### config.mk
export PLATFORM = sky130hd
export DESIGN_NAME = db_rx_queue_flat
export DESIGN_NICKNAME = d
export VERILOG_FILES = /design/src/rtl/db_rx_queue_pkg.sv /design/src/rtl/db_rx_queue_if.sv /design/src/rtl/db_rx_queue_info_fifo.sv /design/src/rtl/db_rx_queue.sv /design/src/flat_wrapper.sv
export SDC_FILE = /design/constraint.sdc
export NUM_CORES = 1
export LEC_CHECK = 0
export ABC_AREA = 0
export CAP_MARGIN = 20
export CELL_PAD_IN_SITES_DETAIL_PLACEMENT = 2
export CELL_PAD_IN_SITES_GLOBAL_PLACEMENT = 2
export CORE_ASPECT_RATIO = 1.4
export CORE_MARGIN = 4
export CORE_UTILIZATION = 38
export CTS_BUF_LIST = sky130_fd_sc_hd__clkbuf_4 sky130_fd_sc_hd__clkbuf_8
export DETAILED_ROUTE_END_ITERATION = 16
export PLACE_DENSITY_LB_ADDON = 0.1
export SLEW_MARGIN = 20
export SYNTH_ARGS = -nofsm -noshare
export SYNTH_HDL_FRONTEND = slang
export SYNTH_SLANG_ARGS = --single-unit
### constraint.sdc
create_clock -name aclk -period 3 [get_ports aclk]
set_input_delay 0.75 -clock aclk [delete_from_list [all_inputs] [get_ports aclk]]
set_output_delay 0.75 -clock aclk [all_outputs]
set_load 0.005 [all_outputs]
### src/rtl/db_rx_queue_pkg.sv
`default_nettype none
// ============================================================================
//  Module      : db_rx_queue_pkg
//  Description : Shared constants, FSM state encoding and the response-word
//                builder for the SRIO doorbell receive queue.
//                Build macro DB_RETRY_EN: when defined, a doorbell refused
//                for a full queue is answered RETRY (4'h3) instead of
//                ERROR (4'h7).
//  Contents    : FTYPE_DOORBELL, RESP_NODATA, ST_DONE/ST_RETRY/ST_ERROR,
//                ST_FULL (status used on a full queue), db_state_t,
//                build_resp()
//  Revision    : 1.0 - initial release
// ============================================================================
package db_rx_queue_pkg;

    // HELLO header ftype/ttype byte identifying a doorbell request
    localparam logic [7:0] FTYPE_DOORBELL = 8'hA0;
    // HELLO header ftype/ttype byte for a response without data
    localparam logic [7:0] RESP_NODATA    = 8'hD0;

    localparam logic [3:0] ST_DONE  = 4'h0;
    localparam logic [3:0] ST_RETRY = 4'h3;
    localparam logic [3:0] ST_ERROR = 4'h7;

`ifdef DB_RETRY_EN
    localparam logic [3:0] ST_FULL = ST_RETRY;
`else
    localparam logic [3:0] ST_FULL = ST_ERROR;
`endif

    typedef enum logic [1:0] {
        S_IDLE   = 2'd0,
        S_ACCEPT = 2'd1,
        S_RESP   = 2'd2
    } db_state_t;

    // Response HELLO word. The response priority is one above the request
    // priority; the 2-bit add wraps 3 back to 0 on purpose.
    function automatic logic [63:0] build_resp(
        input logic [7:0] tid,
        input logic [1:0] prio,
        input logic [3:0] status
    );
        logic [1:0] resp_prio;
        resp_prio = prio + 2'd1;
        return {tid, RESP_NODATA, 1'b0, resp_prio, 1'b0, status, 40'd0};
    endfunction

endpackage
`default_nettype wire

### src/rtl/db_rx_queue_if.sv
`default_nettype none
// ============================================================================
//  Module      : db_rx_queue_if
//  Description : 64-bit AXI4-Stream channel used for both the SRIO request
//                (treq) and response (tresp) ports of the doorbell queue.
//  Signals     : tvalid, tready, tdata[63:0], tkeep[7:0], tlast, tuser[31:0]
//  Modports    : master - drives payload/tvalid, receives tready
//                slave  - receives payload/tvalid, drives tready
//  Revision    : 1.0 - initial release
// ============================================================================
interface db_rx_queue_if;

    logic        tvalid;
    logic        tready;
    logic [63:0] tdata;
    logic [7:0]  tkeep;
    logic        tlast;
    logic [31:0] tuser;

    modport master (
        output tvalid,
        output tdata,
        output tkeep,
        output tlast,
        output tuser,
        input  tready
    );

    modport slave (
        input  tvalid,
        input  tdata,
        input  tkeep,
        input  tlast,
        input  tuser,
        output tready
    );

endinterface
`default_nettype wire

### src/rtl/db_rx_queue_info_fifo.sv
`default_nettype none
// ============================================================================
//  Module      : db_rx_queue_info_fifo
//  Description : Synchronous first-word-fall-through FIFO holding doorbell
//                info words. A push while full is honoured only when a pop
//                happens in the same cycle; a pop while empty is ignored.
//  Ports       : aclk, aresetn     clock, async active-low reset
//                push, push_data   write request / data
//                pop               remove head entry
//                rd_data, rd_valid head entry (0 when empty) / non-empty
//                full, count       full flag / entries held
//  Revision    : 1.0 - initial release
// ============================================================================
module db_rx_queue_info_fifo #(
    parameter  int WIDTH = 16,
    parameter  int DEPTH = 16,
    localparam int AW    = (DEPTH > 1) ? $clog2(DEPTH) : 1
) (
    input  wire logic             aclk,
    input  wire logic             aresetn,
    input  wire logic             push,
    input  wire logic [WIDTH-1:0] push_data,
    input  wire logic             pop,
    output logic      [WIDTH-1:0] rd_data,
    output logic                  rd_valid,
    output logic                  full,
    output logic      [AW:0]      count
);

    logic [WIDTH-1:0] mem [DEPTH];
    logic [AW-1:0]    r_wr_ptr;
    logic [AW-1:0]    r_rd_ptr;
    logic [AW:0]      r_count;
    logic             w_empty;
    logic             w_do_push;
    logic             w_do_pop;

    assign w_empty   = (r_count == '0);
    assign full      = (r_count == DEPTH[AW:0]);
    assign w_do_pop  = pop && !w_empty;
    // A same-cycle pop frees the slot the push needs, so full is no obstacle
    assign w_do_push = push && (!full || w_do_pop);

    // DEPTH is a power of two, so the natural pointer roll-over is modulo DEPTH
    always_ff @(posedge aclk or negedge aresetn) begin
        if (!aresetn) begin
            r_wr_ptr <= '0;
            r_rd_ptr <= '0;
            r_count  <= '0;
        end else begin
            if (w_do_push) r_wr_ptr <= r_wr_ptr + 1'b1;
            if (w_do_pop)  r_rd_ptr <= r_rd_ptr + 1'b1;
            case ({w_do_push, w_do_pop})
                2'b10:   r_count <= r_count + 1'b1;
                2'b01:   r_count <= r_count - 1'b1;
                default: r_count <= r_count;
            endcase
        end
    end

    // Storage carries no reset; the empty gating below hides stale contents
    always_ff @(posedge aclk) begin
        if (w_do_push) mem[r_wr_ptr] <= push_data;
    end

    assign rd_data  = w_empty ? '0 : mem[r_rd_ptr];
    assign rd_valid = !w_empty;
    assign count    = r_count;

endmodule
`default_nettype wire

### src/rtl/db_rx_queue.sv
`default_nettype none
// ============================================================================
//  Module      : db_rx_queue
//  Description : SRIO doorbell receive engine. Accepts HELLO doorbell
//                requests (ftype/ttype 8'hA0) on treq while the NWRITE
//                engine is idle, queues their 16-bit info for software and
//                answers each one on tresp: DONE when queued, ERROR (RETRY
//                when built with DB_RETRY_EN) when the queue is full.
//  Ports       : aclk, aresetn      clock, async active-low reset
//                nw_busy            NWRITE engine busy, blocks acceptance
//                s_axis_treq        AXIS request channel (slave)
//                m_axis_tresp       AXIS response channel (master)
//                db_rd_en           pop head info entry
//                db_rd_data/valid   head info entry / queue non-empty
//                db_count           entries held
//                db_irq             level: queue non-empty
//                db_irq_pulse       one cycle per queued doorbell
//                ovf_count, ovf_clr saturating refusal count / clear
//  Macro       : DB_RETRY_EN selects RETRY as the full-queue status
//  Revision    : 1.0 - initial release
// ============================================================================
module db_rx_queue
    import db_rx_queue_pkg::*;
#(
    parameter logic [15:0] C_SRIO_DEV_ID = 16'hF201,
    parameter int          C_DEPTH       = 16,
    parameter int          C_OVF_W       = 16
) (
    input  wire logic                      aclk,
    input  wire logic                      aresetn,
    input  wire logic                      nw_busy,
    db_rx_queue_if.slave                   s_axis_treq,
    db_rx_queue_if.master                  m_axis_tresp,
    input  wire logic                      db_rd_en,
    output logic      [15:0]               db_rd_data,
    output logic                           db_rd_valid,
    output logic      [$clog2(C_DEPTH):0]  db_count,
    output logic                           db_irq,
    output logic                           db_irq_pulse,
    output logic      [C_OVF_W-1:0]        ovf_count,
    input  wire logic                      ovf_clr
);

    db_state_t          r_state;
    db_state_t          w_state_nxt;
    logic               w_treq_ready;
    logic               w_resp_valid;
    logic               w_detect;
    logic               w_accept;
    logic               w_push_ok;
    logic               w_fifo_full;

    logic [7:0]         r_tid;
    logic [1:0]         r_prio;
    logic [15:0]        r_src_id;
    logic [3:0]         r_status;
    logic               r_irq_pulse;
    logic [C_OVF_W-1:0] r_ovf_count;

    // Header fields this engine never looks at
    logic               unused_treq;
    assign unused_treq = ^{s_axis_treq.tkeep, s_axis_treq.tlast,
                           s_axis_treq.tdata[47], s_axis_treq.tdata[44:32],
                           s_axis_treq.tdata[15:0], s_axis_treq.tuser[15:0]};

    assign w_detect = s_axis_treq.tvalid
                   && (s_axis_treq.tdata[55:48] == FTYPE_DOORBELL)
                   && !nw_busy;

    // ------------------------------------------------------------------
    // Control FSM
    // ------------------------------------------------------------------
    always_ff @(posedge aclk or negedge aresetn) begin
        if (!aresetn) r_state <= S_IDLE;
        else          r_state <= w_state_nxt;
    end

    // ACCEPT raises tready for exactly one cycle; the source holds tvalid,
    // so that cycle is always a completed handshake.
    always_comb begin
        w_state_nxt  = r_state;
        w_treq_ready = 1'b0;
        w_resp_valid = 1'b0;
        case (r_state)
            S_IDLE: begin
                if (w_detect) w_state_nxt = S_ACCEPT;
            end
            S_ACCEPT: begin
                w_treq_ready = 1'b1;
                w_state_nxt  = S_RESP;
            end
            S_RESP: begin
                w_resp_valid = 1'b1;
                if (m_axis_tresp.tready) w_state_nxt = S_IDLE;
            end
            default: begin
                w_state_nxt = S_IDLE;
            end
        endcase
    end

    assign w_accept = (r_state == S_ACCEPT);
    // A full queue still takes the entry when software pops the head now
    assign w_push_ok = !w_fifo_full || db_rd_en;

    // ------------------------------------------------------------------
    // Request capture, response status, interrupt pulse, overflow counter
    // ------------------------------------------------------------------
    always_ff @(posedge aclk or negedge aresetn) begin
        if (!aresetn) begin
            r_tid       <= '0;
            r_prio      <= '0;
            r_src_id    <= '0;
            r_status    <= ST_DONE;
            r_irq_pulse <= 1'b0;
        end else begin
            r_irq_pulse <= w_accept && w_push_ok;
            if (w_accept) begin
                r_tid    <= s_axis_treq.tdata[63:56];
                r_prio   <= s_axis_treq.tdata[46:45];
                r_src_id <= s_axis_treq.tuser[31:16];
                r_status <= w_push_ok ? ST_DONE : ST_FULL;
            end
        end
    end

    // Clear has priority over a same-cycle refusal
    always_ff @(posedge aclk or negedge aresetn) begin
        if (!aresetn) begin
            r_ovf_count <= '0;
        end else if (ovf_clr) begin
            r_ovf_count <= '0;
        end else if (w_accept && !w_push_ok && (r_ovf_count != '1)) begin
            r_ovf_count <= r_ovf_count + 1'b1;
        end
    end

    // ------------------------------------------------------------------
    // Info FIFO
    // ------------------------------------------------------------------
    db_rx_queue_info_fifo #(
        .WIDTH (16),
        .DEPTH (C_DEPTH)
    ) u_info_fifo (
        .aclk      (aclk),
        .aresetn   (aresetn),
        .push      (w_accept),
        .push_data (s_axis_treq.tdata[31:16]),
        .pop       (db_rd_en),
        .rd_data   (db_rd_data),
        .rd_valid  (db_rd_valid),
        .full      (w_fifo_full),
        .count     (db_count)
    );

    // ------------------------------------------------------------------
    // Outputs; response payload is forced to zero outside RESP so every
    // output reads 0 during and straight after reset.
    // ------------------------------------------------------------------
    assign s_axis_treq.tready  = w_treq_ready;

    assign m_axis_tresp.tvalid = w_resp_valid;
    assign m_axis_tresp.tdata  = w_resp_valid ? build_resp(r_tid, r_prio, r_status) : 64'd0;
    assign m_axis_tresp.tkeep  = w_resp_valid ? 8'hFF : 8'h00;
    assign m_axis_tresp.tlast  = w_resp_valid;
    assign m_axis_tresp.tuser  = w_resp_valid ? {C_SRIO_DEV_ID, r_src_id} : 32'd0;

    assign db_irq       = db_rd_valid;
    assign db_irq_pulse = r_irq_pulse;
    assign ovf_count    = r_ovf_count;

endmodule
`default_nettype wire
### src/flat_wrapper.sv
// flat-port wrapper written by rule: the top's interface ports become plain ports
module db_rx_queue_flat import db_rx_queue_pkg::*;
#(
    parameter logic [15:0] C_SRIO_DEV_ID = 16'hF201,
    parameter int          C_DEPTH       = 16,
    parameter int          C_OVF_W       = 16
)
  (aclk, aresetn, nw_busy, db_rd_en, db_rd_data, db_rd_valid, db_count, db_irq, db_irq_pulse, ovf_count, ovf_clr, s_axis_treq_tvalid, s_axis_treq_tdata, s_axis_treq_tkeep, s_axis_treq_tlast, s_axis_treq_tuser, s_axis_treq_tready, m_axis_tresp_tvalid, m_axis_tresp_tdata, m_axis_tresp_tkeep, m_axis_tresp_tlast, m_axis_tresp_tuser, m_axis_tresp_tready);
  db_rx_queue_if s_axis_treq_i ();
  db_rx_queue_if m_axis_tresp_i ();
  input  wire logic aclk;
  input  wire logic aresetn;
  input  wire logic nw_busy;
  input  wire logic db_rd_en;
  output logic      [15:0] db_rd_data;
  output logic db_rd_valid;
  output logic      [$clog2(C_DEPTH):0] db_count;
  output logic db_irq;
  output logic db_irq_pulse;
  output logic      [C_OVF_W-1:0] ovf_count;
  input  wire logic ovf_clr;
  input wire logic [$bits(s_axis_treq_i.tvalid)-1:0] s_axis_treq_tvalid;
  input wire logic [$bits(s_axis_treq_i.tdata)-1:0] s_axis_treq_tdata;
  input wire logic [$bits(s_axis_treq_i.tkeep)-1:0] s_axis_treq_tkeep;
  input wire logic [$bits(s_axis_treq_i.tlast)-1:0] s_axis_treq_tlast;
  input wire logic [$bits(s_axis_treq_i.tuser)-1:0] s_axis_treq_tuser;
  output wire logic [$bits(s_axis_treq_i.tready)-1:0] s_axis_treq_tready;
  output wire logic [$bits(m_axis_tresp_i.tvalid)-1:0] m_axis_tresp_tvalid;
  output wire logic [$bits(m_axis_tresp_i.tdata)-1:0] m_axis_tresp_tdata;
  output wire logic [$bits(m_axis_tresp_i.tkeep)-1:0] m_axis_tresp_tkeep;
  output wire logic [$bits(m_axis_tresp_i.tlast)-1:0] m_axis_tresp_tlast;
  output wire logic [$bits(m_axis_tresp_i.tuser)-1:0] m_axis_tresp_tuser;
  input wire logic [$bits(m_axis_tresp_i.tready)-1:0] m_axis_tresp_tready;
  assign s_axis_treq_i.tvalid = s_axis_treq_tvalid;
  assign s_axis_treq_i.tdata = s_axis_treq_tdata;
  assign s_axis_treq_i.tkeep = s_axis_treq_tkeep;
  assign s_axis_treq_i.tlast = s_axis_treq_tlast;
  assign s_axis_treq_i.tuser = s_axis_treq_tuser;
  assign s_axis_treq_tready = s_axis_treq_i.tready;
  assign m_axis_tresp_tvalid = m_axis_tresp_i.tvalid;
  assign m_axis_tresp_tdata = m_axis_tresp_i.tdata;
  assign m_axis_tresp_tkeep = m_axis_tresp_i.tkeep;
  assign m_axis_tresp_tlast = m_axis_tresp_i.tlast;
  assign m_axis_tresp_tuser = m_axis_tresp_i.tuser;
  assign m_axis_tresp_i.tready = m_axis_tresp_tready;
  db_rx_queue #(.C_SRIO_DEV_ID(C_SRIO_DEV_ID), .C_DEPTH(C_DEPTH), .C_OVF_W(C_OVF_W)) u_core (.aclk(aclk), .aresetn(aresetn), .nw_busy(nw_busy), .s_axis_treq(s_axis_treq_i), .m_axis_tresp(m_axis_tresp_i), .db_rd_en(db_rd_en), .db_rd_data(db_rd_data), .db_rd_valid(db_rd_valid), .db_count(db_count), .db_irq(db_irq), .db_irq_pulse(db_irq_pulse), .ovf_count(ovf_count), .ovf_clr(ovf_clr));
endmodule
* Word level (Yosys, flattened, before mapping) *
Memories as Yosys holds them, arrays and structs flattened.
Index checks and enable logic that the tools add are counted.

storage, ports and cells
  register bits after elaboration = 62
  RAM bits = 256
  input port bits = 112
  logic and storage cells = 59
  memories = 1

cells by class
  add/sub/neg operators = 6
  equality and inequality tests = 9
  multiplexer cells = 15
  reduce and logical (&&, ||, !) cells = 18

memory list
  name                    words  width  read ports  clocked after memory_dff  wr ports  line                         source
  u_core.u_info_fifo.mem  16     16     1           0                         1         db_rx_queue_info_fifo.sv:30  logic [WIDTH-1:0] mem [DEPTH];

operator list
  cell                   count
  $mux 64                1
  $mux 16                3
  $mux 32                1
  $add 16x1->16 const B  1
  $ne 16x16->1 const B   1
  $pmux 5 s2             1
  $add 4x1->4 const B    2
  $eq 8x8->1 const B     1
  $mux 8                 1
  $logic_and 1x1->1      7
  $pmux 2 s3             1
  $add 5x1->5 const B    1
  $eq 5x5->1 const B     1
  $logic_not 5->1        1
  $sub 5x1->5 const B    1
  $eq 2x1->1 const B     2
  $eq 2x2->1 const B     2
  $logic_not 1->1        4
  $mux 1                 4
  $mux 2                 2
  $reduce_bool 2->1      2
  $mux 3                 1
  $add 2x1->2 const B    1
  $logic_not 2->1        1
  other kinds (4)        5

* Longest topological paths before layout *
  depth in word-level cells = 8
  mapped depth = 10
  mapped depth without buffers = 9

* Hierarchy *
Synthesis repeated with hierarchy kept, for this count alone.

unflattened totals
  cell total of the unflattened synthesis = 836
  area, all modules = 13633.1 µm²

modules (own cells, without submodules)
  module                 instances  cells each  area each (µm²)  sequential area each (µm²)
  db_rx_queue_info_fifo  1          504         10739.0          8012.7
  db_rx_queue            1          332         2894.0           1151.1

* Worst setup path before layout *
Ideal clock, no wire load.

  path kind = input -> register
  from = input db_rd_en
  to = memory u_core.u_info_fifo.mem[10][0], enable pin
  data arrival time = 2.353 ns
  required time = 2.611 ns
  setup slack = 0.258 ns
  stages on the path = 5
  path buffers = 1
  cells stage by stage = clkbuf_1 -> inv_1 -> a31oi_2 -> nand3b_1 -> nor2_1

on the way
  word-level cells in the longest chain between the ends = 5

ends and longest elaborated chain
  element                       line                         source
  start, declared               flat_wrapper.sv:14           input wire logic db_rd_en;
  $logic_and 1x1->1             db_rx_queue_info_fifo.sv:40  assign w_do_pop = pop && !w_empty;
  $logic_or 1x1->1              db_rx_queue_info_fifo.sv:42  assign w_do_push = push && (!full || w_do_pop);
  $logic_and 1x1->1             db_rx_queue_info_fifo.sv:42
  $mux 1                        db_rx_queue_info_fifo.sv:63  if (w_do_push) mem[r_wr_ptr] <= push_data;
  $mux 1 (not written as such)  db_rx_queue_info_fifo.sv:63
  end, declared                 db_rx_queue_info_fifo.sv:30

Every way passes these cells.

* Worst setup path in the final report *
  from = register u_core.u_info_fifo.r_rd_ptr[0]
  to = output db_rd_data[15]

on the way
  word-level cells in the longest chain between the ends = 2

ends and longest elaborated chain
  element                 line                         source
  start, declared         db_rx_queue_info_fifo.sv:32  logic [AW-1:0] r_rd_ptr;
  start signal, assigned  db_rx_queue_info_fifo.sv:52  if (w_do_pop) r_rd_ptr <= r_rd_ptr + 1'b1;
  $mem_v2 16x16           n/a
  $mux 16                 db_rx_queue_info_fifo.sv:66  assign rd_data = w_empty ? '0 : mem[r_rd_ptr];
  end, declared           flat_wrapper.sv:15           output logic [15:0] db_rd_data;

Every way passes these cells.

==> impl_results.md <==
- Synth warnings: 0
- CTS Hold Bufs: 0
- Vias in the first global route: about 9400
- Clock Root Buffer: clkbuf_8
- H-tree levels: 2
- Failing checks: setup timing
- Final hold violation count: 0
- Initial antenna violation count: 2
- Worst-Skew Late Latency: between 0.5 and 0.6 ns
- Vias per std cell: between 5 and 6
- Max Clk Rate: approximately 300 MHz
- Post-Route WL: ~40 mm
- First-pass GRT wire length: around 61 mm
- IO Port Bufs: about 150
- Num rows: 81
- Die ar.: approximately 39000 um2
- WP data arrival: roughly 2.5 ns
- EDFF count, synth: ~260
- Cts bufs inserted: ~50
- P&R area growth vs syn: 28.4%
- Gpl congestion: 0.740
- Fraction of registers with async set/reset: 18.7%
- Crit. End Element: output port
- Worst vdd ir: 400 uV
- Post-Syn Area: 13500 um2
- Die height: approximately 230 um
- Post-route DRC: 0
- Post-DP HPWL: approximately 24 mm
- WL/cell: approximately 26 um
- Gr ovfl total: 0
- Top Ports: around 260
- Core Area: around 35000 um2
- RSZ-0062 raised after global routing: yes
- Initial Util: 38.5%
- Worst-path clk slew: about 0.07 ns
- Post-route setup TNS: -2.75 ns
- Max incr delay on CP: approximately 0.54 ns
- Slew Limit Fails: 0
- Crit Path Category: reg -> out
- Yosys reg bits: 315
- Pre-CTS setup slack: -0.0113 ns
- TritonRoute pass-1 iters: 5
- Max_slew headroom: between 50% and 60%
- Routed Antenna Nets: 0
- Avg Inst Size Synth: around 16 um2
- Synth Instances: about 830
- Area of the multi-input gates: 3820 um2
- Clock tree buffer depth: 3
- Crit start category: register
- CTS tree: built
- Layout cell share with drive strength beyond 1: a little over a quarter
- DR iter-0 viols: ~470
- Layout Nets: 1184
- Outcome: complete, but fails checks
- Leak: roughly 6.2 nW
- Routed via count: between 8000 and 9000
- Worst hold-check path type: in -> async
- Final cycle utilization of the critical path: 109%
- Largest net degree at the start of global routing: 33
- Seq/Total Area, Yosys: between 60% and 70%
- CP max FO: 6
- Clk_skew: roughly 0.023 ns
- Die width: 167 um
- Ys flop type: edfxtp_1
- Power per cell area: about 770 nW/um2
- Most frequent CP cell: buf_6
- CP Data Required Time: roughly 2.3 ns
- R2R setup slack: ~0.46 ns
- Total GRT Usage: 20.9%
- Filler cell count: ~3300
- Power Total: approximately 13 mW
- Max-cap viol count: 0
- Min Tclk post-route: roughly 3.3 ns
- Post-synth cell types: 51
- Storage cell area: around 9200 um2
- Fin worst setup slack: -0.269 ns
- Critical Path Slowest Stage Cell: dfrtp_4
- Worst slew pin tran: roughly 0.71 ns
- Clock Sinks: around 320
- Setup violators final: 16
- Critical-path cell list: buf_12 > buf_6 > buf_6 > mux4_2 > mux2i_2 > o22ai_2 > buf_2
==> final timing paths <==
check,start,to,cells past startpoint
min in group aclk,u_core.r_src_id[9]$_DFFE_PN0P_,u_core.r_src_id[9]$_DFFE_PN0P_,2
min,aresetn,u_core.r_src_id[15]$_DFFE_PN0P_,1
min reg2reg,u_core.r_src_id[9]$_DFFE_PN0P_,u_core.r_src_id[9]$_DFFE_PN0P_,2
max in group asynchronous,aresetn,u_core.r_state[1]$_DFFE_PN0P_,2
max,u_core.u_info_fifo.r_rd_ptr[0]$_DFFE_PN0N_,db_rd_data[15],7
max reg2reg,u_core.u_info_fifo.count[0]$_DFFE_PN0P_,u_core.u_info_fifo.count[4]$_DFFE_PN0P_,10
==> cell type report <==
type	count	area share [%]
Antenna cell	2	0.0290
Clock buffer	70	4.96
Clock inverter	23	0.869
Inverter	12	0.290
Multi-Input combinational cell	443	22.1
Sequential cell	315	53.1
Tap cell	456	3.30
Timing Repair Buffer	242	15.4
==> report_power, final <==
group	total [mW]	internal (mW)	switching (mW)
Clock	3.79	2.02	1.77
Combinational	4.65	2.58	2.07
Sequential	4.95	4.82	0.135
Total	13.4	9.42	3.97
==> metal layers <==
| layer | track usage, % | vias up | share of wire [%] |
|---|---|---|---|
| li1 | - | 3493 | - |
| met4 | 5.40 | 0 | 2.3 |
| met2 | 38.2 | 312 | 54 |
| met1 | 24.7 | 4273 | 38 |
| met5 | 0 | - | 0 |
| met3 | 4.69 | 58 | 5.9 |
==> critical path: cells and delay by family (launching register included) <==
kind            cells  cell delay [ns]
mux                 2             0.74
flops               1             0.54
buf+inv             4             0.52
compound gates      1             0.12
==> metrics by stage <==
| stage | instance area (um2) | utilization, % | hold WS [ns] | std cells |
|---|---|---|---|---|
| after global routing | 17300 | 49.4 | 0.183 | 1562 |
| after floorplan | 13700 | - | 0.437 | 888 |
| after detailed placement | 15600 | 44.6 | 0.455 | 1425 |
| after global placement | 15600 | 44.6 | 0.451 | 1425 |
| final | 17300 | 49.4 | 0.167 | 1563 |
| after CTS | 17200 | 49.1 | 0.151 | 1553 |
==> cells by family (layout without fill, tap and decap cells) <==
family | Yosys count | in the layout | synth area share, %
compound gates | 54 | 54 | 2.56
xor+xnor | 11 | 11 | 0.716
fa+ha+maj | 7 | 7 | 0.651
buf+inv | 130 | 347 | 6.12
flops | 315 | 315 | 68.1
mux | 103 | 103 | 13.7
other cells | 1 | 60 | 0.0279
simple gates | 210 | 210 | 8.17
==> sequential cells by signal (all words and copies together) (netlist names) <==
register	flops
u_core.r_src_id	16
u_core.u_info_fifo.r_rd_ptr	4
u_core.r_state	2
u_core.u_info_fifo.r_wr_ptr	4
u_core.u_info_fifo.mem	256
u_core.r_prio	2
u_core.db_irq_pulse	1
u_core.u_info_fifo.count	5
u_core.r_status	1
u_core.ovf_count	16
u_core.r_tid	8
==> synth_stat cells (3+ instances only) <==
master / number / area share, %
a21oi_1: 14 / 0.52
and2_1: 38 / 1.8
and3_1: 5 / 0.23
and4_1: 4 / 0.26
buf_1: 3 / 0.084
buf_2: 10 / 0.37
buf_4: 82 / 4.6
clkbuf_1: 21 / 0.59
dfrtp_1: 59 / 11
edfxtp_1: 256 / 57
ha_1: 7 / 0.65
inv_1: 11 / 0.31
mux2_2: 6 / 0.50
mux2i_1: 32 / 2.4
mux4_2: 64 / 11
nand2_1: 93 / 2.6
nand2b_1: 3 / 0.14
nand3_1: 12 / 0.45
nand4_1: 3 / 0.14
nor2_1: 14 / 0.39
nor2b_1: 6 / 0.28
nor3_1: 3 / 0.11
nor4_1: 5 / 0.23
o21ai_0: 6 / 0.22
o22ai_1: 17 / 0.79
o31ai_1: 7 / 0.39
o41ai_1: 3 / 0.20
or4_1: 11 / 0.61
xnor2_1: 8 / 0.52
xor2_1: 3 / 0.20
==> what timing repair did <==
action / 4_1_cts / 5_1_grt
setup endpoints to repair: 43 / 22
pin swaps: 16 / 10
gates resized for setup: 118 / 13
endpoints found under the hold margin: 0 / 0
gates cloned: 6 / 0
setup buffers: 29 / 10
==> cell usage in the layout (no fill, tap or decap), drive strengths merged, types with 4 or more instances in the layout <==
cell type	count
conb	58
and3	5
and4	4
nor4	6
dfrtp	59
xnor2	8
nor2b	6
mux2i	32
ha	7
buf	114
or4	11
mux4	64
clkdlybuf4s50	125
o21ai	7
mux2	7
nand3	13
and2	38
inv	12
o22ai	17
nor2	15
edfxtp	256
a21oi	14
nand2	93
clkinv	21
clkbuf	70
o31ai	7
Note: power is estimated with default switching activity, not from simulation.
